===== src/rtl/bcd_counter_ctl.sv =====
// bcd_counter_ctl: run/pause/clear 4-digit BCD up/down counter with tick
// prescaler, saturating wrap counter and pushbutton-driven display mode flag.
module bcd_counter_ctl #(
  parameter int unsigned TICK_DIV      = 50000000,
  parameter int unsigned CNT_W         = 26,
  parameter int unsigned BCD_BIT_WIDTH = 4
) (
  input  logic                     clk,
  input  logic                     rst,
  input  logic                     btn_start,
  input  logic                     btn_mode,
  input  logic                     btn_clear,
  input  logic                     up_down,
  output logic [BCD_BIT_WIDTH-1:0] bcd0,
  output logic [BCD_BIT_WIDTH-1:0] bcd1,
  output logic [BCD_BIT_WIDTH-1:0] bcd2,
  output logic [BCD_BIT_WIDTH-1:0] bcd3,
  output logic [3:0]               counter_num,
  output logic                     mode_selection,
  output logic                     running
);

  typedef enum logic [1:0] {IDLE, RUN, PAUSE} state_t;

  state_t                   state;
  logic [CNT_W-1:0]         prescaler;
  logic                     start_q, mode_q;
  logic                     start_p, mode_p;
  logic                     tick;
  logic [BCD_BIT_WIDTH-1:0] dig  [4];
  logic [BCD_BIT_WIDTH-1:0] nxt  [4];
  logic                     wrap;

  assign bcd0 = dig[0];
  assign bcd1 = dig[1];
  assign bcd2 = dig[2];
  assign bcd3 = dig[3];

  // One count tick on the last prescaler cycle while running
  always_comb begin
    tick = (state == RUN) && (prescaler == CNT_W'(TICK_DIV - 1));
  end

  // Ripple the increment/decrement from the units digit (index 3) upward;
  // a carry/borrow surviving past the thousands digit marks a wrap.
  always_comb begin
    wrap = 1'b1;
    for (int unsigned i = 0; i < 4; i++) begin
      nxt[i] = dig[i];
    end
    for (int unsigned k = 0; k < 4; k++) begin
      if (wrap) begin
        if (up_down) begin
          if (dig[3-k] == BCD_BIT_WIDTH'(9)) begin
            nxt[3-k] = '0;
          end else begin
            nxt[3-k] = dig[3-k] + 1'b1;
            wrap     = 1'b0;
          end
        end else begin
          if (dig[3-k] == '0) begin
            nxt[3-k] = BCD_BIT_WIDTH'(9);
          end else begin
            nxt[3-k] = dig[3-k] - 1'b1;
            wrap     = 1'b0;
          end
        end
      end
    end
  end

  // Edge detect, mode toggle, prescaler, FSM and digit registers.
  // The button pulses are registered so the FSM and mode flag react on the
  // edge after the one that first samples the rise.
  always_ff @(posedge clk) begin
    if (rst) begin
      state          <= IDLE;
      prescaler      <= '0;
      start_q        <= 1'b0;
      mode_q         <= 1'b0;
      start_p        <= 1'b0;
      mode_p         <= 1'b0;
      counter_num    <= '0;
      mode_selection <= 1'b0;
      running        <= 1'b0;
      for (int unsigned i = 0; i < 4; i++) dig[i] <= '0;
    end else begin
      start_q <= btn_start;
      mode_q  <= btn_mode;
      start_p <= btn_start & ~start_q;
      mode_p  <= btn_mode & ~mode_q;

      if (mode_p) mode_selection <= ~mode_selection;

      if (btn_clear) begin
        state       <= IDLE;
        running     <= 1'b0;
        prescaler   <= '0;
        counter_num <= '0;
        for (int unsigned i = 0; i < 4; i++) dig[i] <= '0;
      end else begin
        case (state)
          IDLE: begin
            prescaler   <= '0;
            counter_num <= '0;
            for (int unsigned i = 0; i < 4; i++) dig[i] <= '0;
            if (start_p) begin
              state   <= RUN;
              running <= 1'b1;
            end
          end
          RUN: begin
            if (tick) begin
              prescaler <= '0;
              for (int unsigned i = 0; i < 4; i++) dig[i] <= nxt[i];
              if (wrap && counter_num != 4'd9) counter_num <= counter_num + 4'd1;
            end else begin
              prescaler <= prescaler + 1'b1;
            end
            if (start_p) begin
              state   <= PAUSE;
              running <= 1'b0;
            end
          end
          PAUSE: begin
            if (start_p) begin
              state   <= RUN;
              running <= 1'b1;
            end
          end
          default: begin
            state   <= IDLE;
            running <= 1'b0;
          end
        endcase
      end
    end
  end

endmodule


===== config.mk =====
export PLATFORM = sky130hd
export DESIGN_NAME = bcd_counter_ctl
export DESIGN_NICKNAME = d
export VERILOG_FILES = /design/src/rtl/bcd_counter_ctl.sv
export SDC_FILE = /design/constraint.sdc
export NUM_CORES = 1
export LEC_CHECK = 0
export CORE_MARGIN = 3
export CORE_UTILIZATION = 55
export DETAILED_ROUTE_END_ITERATION = 6
export HOLD_SLACK_MARGIN = 0.05
export PLACE_DENSITY = 0.76
export SETUP_SLACK_MARGIN = 0.5
export SKIP_CTS_REPAIR_TIMING = 1
export SYNTH_ARGS = -nofsm -noshare
export SYNTH_HDL_FRONTEND = slang
export SYNTH_SLANG_ARGS = --single-unit
export TNS_END_PERCENT = 50

===== constraint.sdc =====
create_clock -name clk -period 2.7 [get_ports clk]
set_input_delay 0.405 -clock clk [delete_from_list [all_inputs] [get_ports clk]]
set_output_delay 0.405 -clock clk [all_outputs]
set_load 0.05 [all_outputs]

## Word level (Yosys, flattened, before mapping)

Memory sizes are Yosys's and may differ from the RTL's.
Index checks and enable logic that the tools add are counted.

| storage, ports and cells | value |
|---|---|
| register bits after elaboration | 38 |
| bits in latches | 0 |
| RAM bits | 16 |
| memory bits (read-only) | 0 |
| output and inout bits | 22 |
| word-level logic and storage cells | 128 |
| memories kept | 1 |

| cells by class | value |
|---|---|
| add/subtract/negate cells | 10 |
| $mul | 0 |
| divide/modulo/power cells | 0 |
| $lt $le $gt $ge | 0 |
| eq/ne operators | 12 |
| shift operators | 0 |
| multiplexer cells | 67 |
| bitwise logic cells | 17 |
| reduce and logical (&&, ||, !) cells | 12 |

Memory list:

| name | depth | width | read ports | clocked after Yosys merged registers in | write ports | line | text |
|---|---|---|---|---|---|---|---|
| dig | 4 | 4 | 4 | 0 | 4 | 30 | `logic [BCD_BIT_WIDTH-1:0] dig [4];` |

Operators by type and width:

| kind | count |
|---|---|
| 2-to-1 mux 4 bit | 29 |
| one-hot mux 26 bit (2 select lines) | 1 |
| 2-to-1 mux 1 bit | 31 |
| adder 26 x 1 -> 26 bit, second input constant | 1 |
| equality test 26 bit, second input constant | 1 |
| 2-to-1 mux 26 bit | 1 |
| adder 4 x 1 -> 4 bit, second input constant | 5 |
| equality test 4 bit, second input constant | 4 |
| zero test 4 bit | 4 |
| subtractor 4 x 1 -> 4 bit, second input constant | 4 |
| OR 1 bit | 12 |
| one-hot mux 4 bit (2 select lines) | 1 |
| 2-to-1 mux 2 bit | 2 |
| inequality test 2 x 1 -> 1 bit, second input constant | 2 |
| inequality test 2 bit, second input constant | 2 |
| inequality test 4 bit, second input constant | 1 |
| one-hot mux 2 bit (2 select lines) | 1 |
| OR reduction 2 bit | 2 |
| inverter 1 bit | 3 |
| AND reduction 3 bit | 1 |
| bitwise AND 1 bit | 2 |
| equality test 2 x 1 -> 1 bit, second input constant | 1 |
| equality test 2 bit, second input constant | 1 |
| logical AND 1 bit | 2 |
| 4 further kinds | 4 |

## Depth between registers and ports, before layout

Gate-level depths: netlist of the first run.

| depth | value |
|---|---|
| depth in word-level cells | 10 |
| mapped depth | 9 |
| mapped depth without buffers | 7 |

## Least setup slack after synthesis of the first run

Ideal clock, no wire load.

| timing | value |
|---|---|
| kind | register to register |
| start | register prescaler[0] |
| end | memory dig[0][0], enable pin |
| arrival | 1.928 ns |
| required time | 2.365 ns |
| setup slack | 0.437 ns |
| stages on the path, launching flop included | 7 |
| path buffers | 0 |
| clock period less this slack | 2.263 ns |
| cell sequence | dfxtp_1 > ha_1 > and4_1 > nand3_1 > nor3_4 > or4b_1 > o21ai_1 |

RTL lines:

| item | line | text |
|---|---|---|
| start: declaration | 26 | `logic [CNT_W-1:0] prescaler;` |
| start signal: assignment | 118 | `prescaler <= prescaler + 1'b1;` |
| end: declaration | 30 |  |

==> impl_metrics.json, run 1 <==
{
  "outcome": "finished clean",
  "synth-seq-cells": 54,
  "top_usage_layer": "met2",
  "clock_latency_ns": 0.31,
  "ys_seq_area_share_pct": 36.4,
  "vias": 3123,
  "slew_headroom_pct": 60.9,
  "path_delay_family": "buffers and inverters",
  "dp_hpwl_um": 5050,
  "synthDistinctLibCells": 67,
  "ff2ff_setup_slack_ns": 0.55,
  "avgSynthCellArea_um2": 8.35,
  "drc": 0,
  "synthCells": 408,
  "seq_area_um2": 1260,
  "slowest_stage": "clkdlybuf4s50_1",
  "antenna_left": 0,
  "grt_pass1_vias": 2605,
  "synth_edf_count": 16,
  "drtIter0Drc": 235,
  "n_antenna_cell": 0,
  "portBuffers": 27,
  "cts-root-buf": "clkbuf_8",
  "final_cell_count_no_fill": 496,
  "die_h_um": 84.7,
  "area_growth_pct": 14.2,
  "reg2regPathDepth": 5,
  "cp.required_ns": 2.30,
  "antenna_found_initial": 0,
  "ys_warn_count": 0,
  "cts_tree": "built",
  "cp.arrival_ns": 1.80,
  "globalRouteMet1Util_pct": 29.7,
  "ys.flop_type": "dfxtp_1",
  "nets": 429,
  "end_kind": "output pin",
  "dr.pass1.iters": 5,
  "critPathKind": "reg2out",
  "cpPeakStageDelay_ns": 0.88,
  "drive_above_1_share_pct": 12.8,
  "grt_usage_pct": 20.6,
  "clock_path_buffers": 2,
  "hold_violations": 0,
  "cap_violations": 0,
  "place_inst": 480,
  "grt_setup_unrepaired": "yes",
  "gr-usage-met3_pct": 3.24,
  "hold_path_depth": 1,
  "fin_worst_skew_ns": 0.0105,
  "coreArea_um2": 5960,
  "cp.depth": 1,
  "row_count": 28,
  "worst_pin_slew_ns": 0.586,
  "power_mw": 1.47,
  "power.leakage_nw": 1.29,
  "grt-ovfl-total": 0,
  "fillers": 509,
  "cts-buffers-inserted": 5,
  "dieArea_um2": 7170,
  "async_flop_share_pct": 0,
  "htreeDepth": 2,
  "hp-class": "reg2reg",
  "multi_input_area_um2": 1980,
  "grt_pass1_wl_um": 12400,
  "start_util_pct": 57.2,
  "vdd_drop_max_mv": 0.376,
  "die_w_um": 84.7,
  "critPathBufInv": 1,
  "max_freq_ghz": 0.453,
  "pin_count": 28,
  "fin_setup_tns_ns": 0,
  "wirelength_um": 7570,
  "pwr_density_cell_nw_per_um2": 379,
  "worstPathMaxFanout": 13,
  "period_needed_ns": 2.21,
  "drv_slew": 0,
  "met2_usage_pct": 32.4,
  "grt_max_degree": 42,
  "finalInstanceArea_um2": 3890,
  "postPlaceCellArea_um2": 3630,
  "viasPerCell": 6.30,
  "globalplace.congestion": 0.790,
  "clock-sinks": 54,
  "crit_path_cell_trace": "clkdlybuf4s50_1",
  "setup_slack_ns": 0.493,
  "synth_nets": 417,
  "finalSetupViolations": 0,
  "post-route-period-util_pct": 81.8,
  "cp-start-kind": "register",
  "drt-wirelength-per-cell_um": 15.3,
  "clkSlewWorstSetupHoldPaths_ns": 0.10,
  "place_ws_ns": 0.180,
  "synth_area_um2": 3410
}
kinds of logic (layout without fill, tap and decap cells):
| kind of cell | count (synthesis) | in the layout | share of synthesized area [%] |
|---|---|---|---|
| AOI/OAI and AO/OA | 121 | 121 | 24.4 |
| xor gates and xnor gates | 6 | 6 | 1.54 |
| adders and majority gates | 3 | 3 | 1.10 |
| buffers and inverters | 52 | 65 | 7.31 |
| DFF | 54 | 54 | 36.4 |
| muxes | 4 | 4 | 1.21 |
| and+or+nand+nor | 168 | 168 | 28.0 |
routing by layer:
| metal | wire length, um | vias up | part of all wire [%] |
|---|---|---|---|
| li1 | - | 1565 | - |
| met1 | 3550 | 1459 | 47 |
| met2 | 3540 | 85 | 47 |
| met3 | 380 | 14 | 5.0 |
| met4 | 111 | 0 | 1.5 |
| met5 | 0 | - | 0 |
final timing paths:
check	startpoint	to
hold / removal	mode_q	mode_p
setup / recovery	dig[2][0]	bcd2[0]
setup reg to reg	prescaler[10]	dig[0][0]
hold reg to reg	mode_q	mode_p
Yosys cell counts (all sizes together) (2+ instances only):
library cell	instances	share of area, %
nor4	7	2.2
buf	14	3.0
ha	3	1.1
or2	2	0.37
a22oi	2	0.44
dfxtp	38	22
nor2b	6	1.1
o31a	2	0.51
clkbuf	23	2.6
o221ai	4	1.0
edfxtp	16	14
a211oi	9	2.0
a41oi	6	1.5
nor2	35	3.9
xnor2	6	1.5
and3	12	2.2
a21oi	17	2.6
a31oi	10	1.8
nand3	23	3.4
o211ai	6	1.3
and2	6	1.1
o21ai	32	4.7
mux2i	3	0.88
a31o	2	0.51
nand4	8	1.8
inv	15	1.7
o31ai	4	0.88
o211a	2	0.59
nor3	10	2.3
nor3b	3	0.66
a221oi	2	0.51
nand2b	6	1.1
nor4b	2	0.51
or3	2	0.37
nand2	34	3.8
or4	3	0.77
a311oi	15	3.9
and4	4	1.2
area by class of cell:
type / instances / area share [%]
flip-flops and latches: 54 / 32.5
well taps: 75 / 2.41
inverters: 15 / 1.45
multi-input cells: 302 / 50.8
clock buffers: 8 / 2.86
repair buffers: 42 / 9.97
where the power goes:
part / internal (mW) / switching (mW)
Sequential: 0.834 / 0.0120
Combinational: 0.0417 / 0.0691
Clock: 0.265 / 0.252
through the flow:
step / util [%] / hold WS [ns]
global placement: 61.0 / 0.370
finish: 65.3 / 0.391
detailed placement: 61.0 / 0.379
floorplan: - / 0.367
global route: 65.3 / 0.422
CTS: 62.9 / 0.398
layout by cell type (no fill, tap or decap), types with 7 or more instances in the layout:
cell type        count
and3_1              12
a31oi_1             10
nand3_1             22
nor3_1               7
dfxtp_1             28
o21ai_0             29
a21oi_1             16
clkdlybuf4s50_1     25
inv_1               15
nor2_1              35
edfxtp_1            16
buf_4               15
a211oi_1             9
a311oi_1            15
nand2_1             32
state kept, by name, summed over array words and instances (netlist names):
register,flops
dig,16
mode_q,1
counter_num,4
mode_p,1
mode_selection,1
running,1
start_q,1
state,2
start_p,1
prescaler,26
No activity file was read; power rests on OpenSTA's default activity.
==> run 2: changes to the inputs <==
--- a/config.mk
+++ b/config.mk
@@ -6,10 +6,10 @@
 export NUM_CORES = 1
 export LEC_CHECK = 0
 export CORE_MARGIN = 3
-export CORE_UTILIZATION = 55
+export CORE_UTILIZATION = 53
 export DETAILED_ROUTE_END_ITERATION = 6
 export HOLD_SLACK_MARGIN = 0.05
-export PLACE_DENSITY = 0.76
+export PLACE_DENSITY = 0.77
 export SETUP_SLACK_MARGIN = 0.5
 export SKIP_CTS_REPAIR_TIMING = 1
 export SYNTH_ARGS = -nofsm -noshare
==> constraint.sdc (replaced) <==
create_clock -name clk -period 1.9 [get_ports clk]
set_input_delay 0.285 -clock clk [delete_from_list [all_inputs] [get_ports clk]]
set_output_delay 0.285 -clock clk [all_outputs]
set_load 0.05 [all_outputs]
==> impl_metrics.json, run 2 (same netlist as run 1, synthesis figures left out) <==
{
  "largest_reg_flops": 26,
  "hold_path_end": "mode_p",
  "switchingPower_uw": 554,
  "row_count": 28,
  "grt-ovfl-total": 0,
  "violations": "design-rule violations, negative setup slack",
  "fin_worst_skew_ns": 0.0173,
  "reg2regPathDepth": 5,
  "drt-wirelength-per-cell_um": 22.9,
  "grt_pass1_wl_um": 14500,
  "drtIter0Drc": 548,
  "max_flop_register": "prescaler",
  "hp-class": "reg2reg",
  "top_regs": "prescaler: 26 flops, dig: 16 flops, counter_num: 4 flops",
  "n_antenna_cell": 0,
  "fillers": 268,
  "finalSetupViolations": 51,
  "htreeDepth": 2,
  "drv_slew": 0,
  "cp.arrival_ns": 2.17,
  "hold_path_depth": 1,
  "critPathBufInv": 0,
  "cts-root-buf": "clkbuf_8",
  "dp_hpwl_um": 6340,
  "postPlaceCellArea_um2": 4330,
  "dieArea_um2": 7430,
  "critPathKind": "reg2reg",
  "drive_above_1_share_pct": 48.5,
  "post-route-period-util_pct": 114,
  "layout_commonest_cell": "buf_4",
  "grt_pass1_vias": 3099,
  "swShare_pct": 25.8,
  "period_needed_ns": 2.16,
  "slew_headroom_pct": 66.2,
  "grt_max_degree": 33,
  "cp-start-kind": "register",
  "vdd_drop_max_mv": 0.428,
  "power.leakage_nw": 1.94,
  "portBuffers": 27,
  "antenna_left": 0,
  "setup_slack_ns": -0.259,
  "globalplace.congestion": 0.852,
  "area_growth_pct": 55.1,
  "nets": 515,
  "hp-start": "mode_q",
  "die_w_um": 86.2,
  "cts_tree": "built",
  "worstPathMaxFanout": 4,
  "place_ws_ns": -0.383,
  "pin_count": 28,
  "cpPeakStageDelay_ns": 0.52,
  "finalInstanceArea_um2": 5280,
  "viasPerCell": 7.07,
  "cap_violations": 0,
  "grt_setup_unrepaired": "yes",
  "cts-buffers-inserted": 5,
  "cp.required_ns": 1.91,
  "clock_path_buffers": 2,
  "max_freq_ghz": 0.463,
  "slowest_stage": "or4b_4",
  "p_comb_share_pct": 12.3,
  "pwr_density_cell_nw_per_um2": 406,
  "p_seq_share_pct": 55.8,
  "ff2ff_setup_slack_ns": -0.26,
  "worst_pin_slew_ns": 0.501,
  "clock-sinks": 54,
  "antenna_found_initial": 0,
  "power_mw": 2.15,
  "mostFrequentLayoutCells": "buf_4 (72), buf_6 (33), nand2_1 (27), nor2_1 (25), o21ai_0 (22)",
  "clkSlewWorstSetupHoldPaths_ns": 0.11,
  "drc": 2,
  "hold_violations": 0,
  "p_int_mw": 1.59,
  "reg2reg_to": "dig[0][2]",
  "clock_latency_ns": 0.32,
  "cp-startpoint": "prescaler[25]",
  "coreArea_um2": 6060,
  "outcome": "finished, violations left",
  "start_util_pct": 56.2,
  "grt_usage_pct": 23.9,
  "wirelength_um": 13300,
  "end_kind": "register",
  "path_delay_family": "simple AND/OR/NAND/NOR gates",
  "dr.pass1.iters": 7,
  "crit_path_cell_trace": "nor4bb_4, nand4_1, nor3_4, or4b_4, o21ai_4",
  "die_h_um": 86.2,
  "power.share.clock_pct": 31.9,
  "r2r-start": "prescaler[25]",
  "vias": 4112
}
## run 2: layout make-up
type,instances,area [um2],share of cell area [%]
multi-input combinational,303,2510,47.5
sequential,54,1270,24.0
timing repair buffer,127,1260,23.8
tap,75,93.8,1.78
clock buffer,6,82.6,1.56
inverter,15,60.1,1.14
clock inverter,2,11.3,0.213
## run 2: per-layer routing
| metal | routed length (um) | up-vias | part of all wire [%] | GRT usage [%] |
|---|---|---|---|---|
| met1 | 5080 | 1927 | 38 | 33.8 |
| met5 | 0 | - | 0 | 0 |
| met2 | 6120 | 338 | 46 | 39.2 |
| met4 | 800 | 0 | 6.0 | 5.67 |
| li1 | - | 1741 | - | - |
| met3 | 1310 | 106 | 9.9 | 2.95 |
## run 2: worst max path at each step
stage / slack [ns] / cells past startpoint / endpoint
2_1_floorplan: -0.25 / 5 / dig[0][0]
3_3_place_gp: -0.35 / 7 / counter_num[0]
3_5_place_dp: -0.38 / 6 / dig[0][2]
4_1_cts: -0.23 / 5 / dig[0][2]
5_1_grt: -0.26 / 5 / dig[0][0]
6_report: -0.26 / 5 / dig[0][2]
## run 2: power by group through the flow
stage	Combinational, mW	Clock [mW]	Sequential [mW]
finish	0.263	0.685	1.20
CTS	0.208	0.670	1.20
detailed placement	0.207	0	1.22
floorplan	0.116	0	1.25
global route	0.277	0.731	1.20
global placement	0.202	0	1.22
## run 2: per-stage QoR
stage          setup TNS [ns]  hold WS [ns]  util [%]  cells
2_1_floorplan           -2.58         0.357         -    408
3_3_place_gp            -4.64         0.370      71.4    546
3_5_place_dp            -5.71         0.381      71.4    546
4_1_cts                 -2.42         0.394      73.0    554
5_1_grt                 -6.64         0.407      87.2    582
6_report                -5.06         0.390      87.2    582
## run 2: worst reg2reg max path, cell delays in order (launching register included)
cell and delay, ns:
dfxtp_1 0.37, nor4bb_4 0.31, nand4_1 0.23, nor3_4 0.21
or4b_4 0.52, o21ai_4 0.21
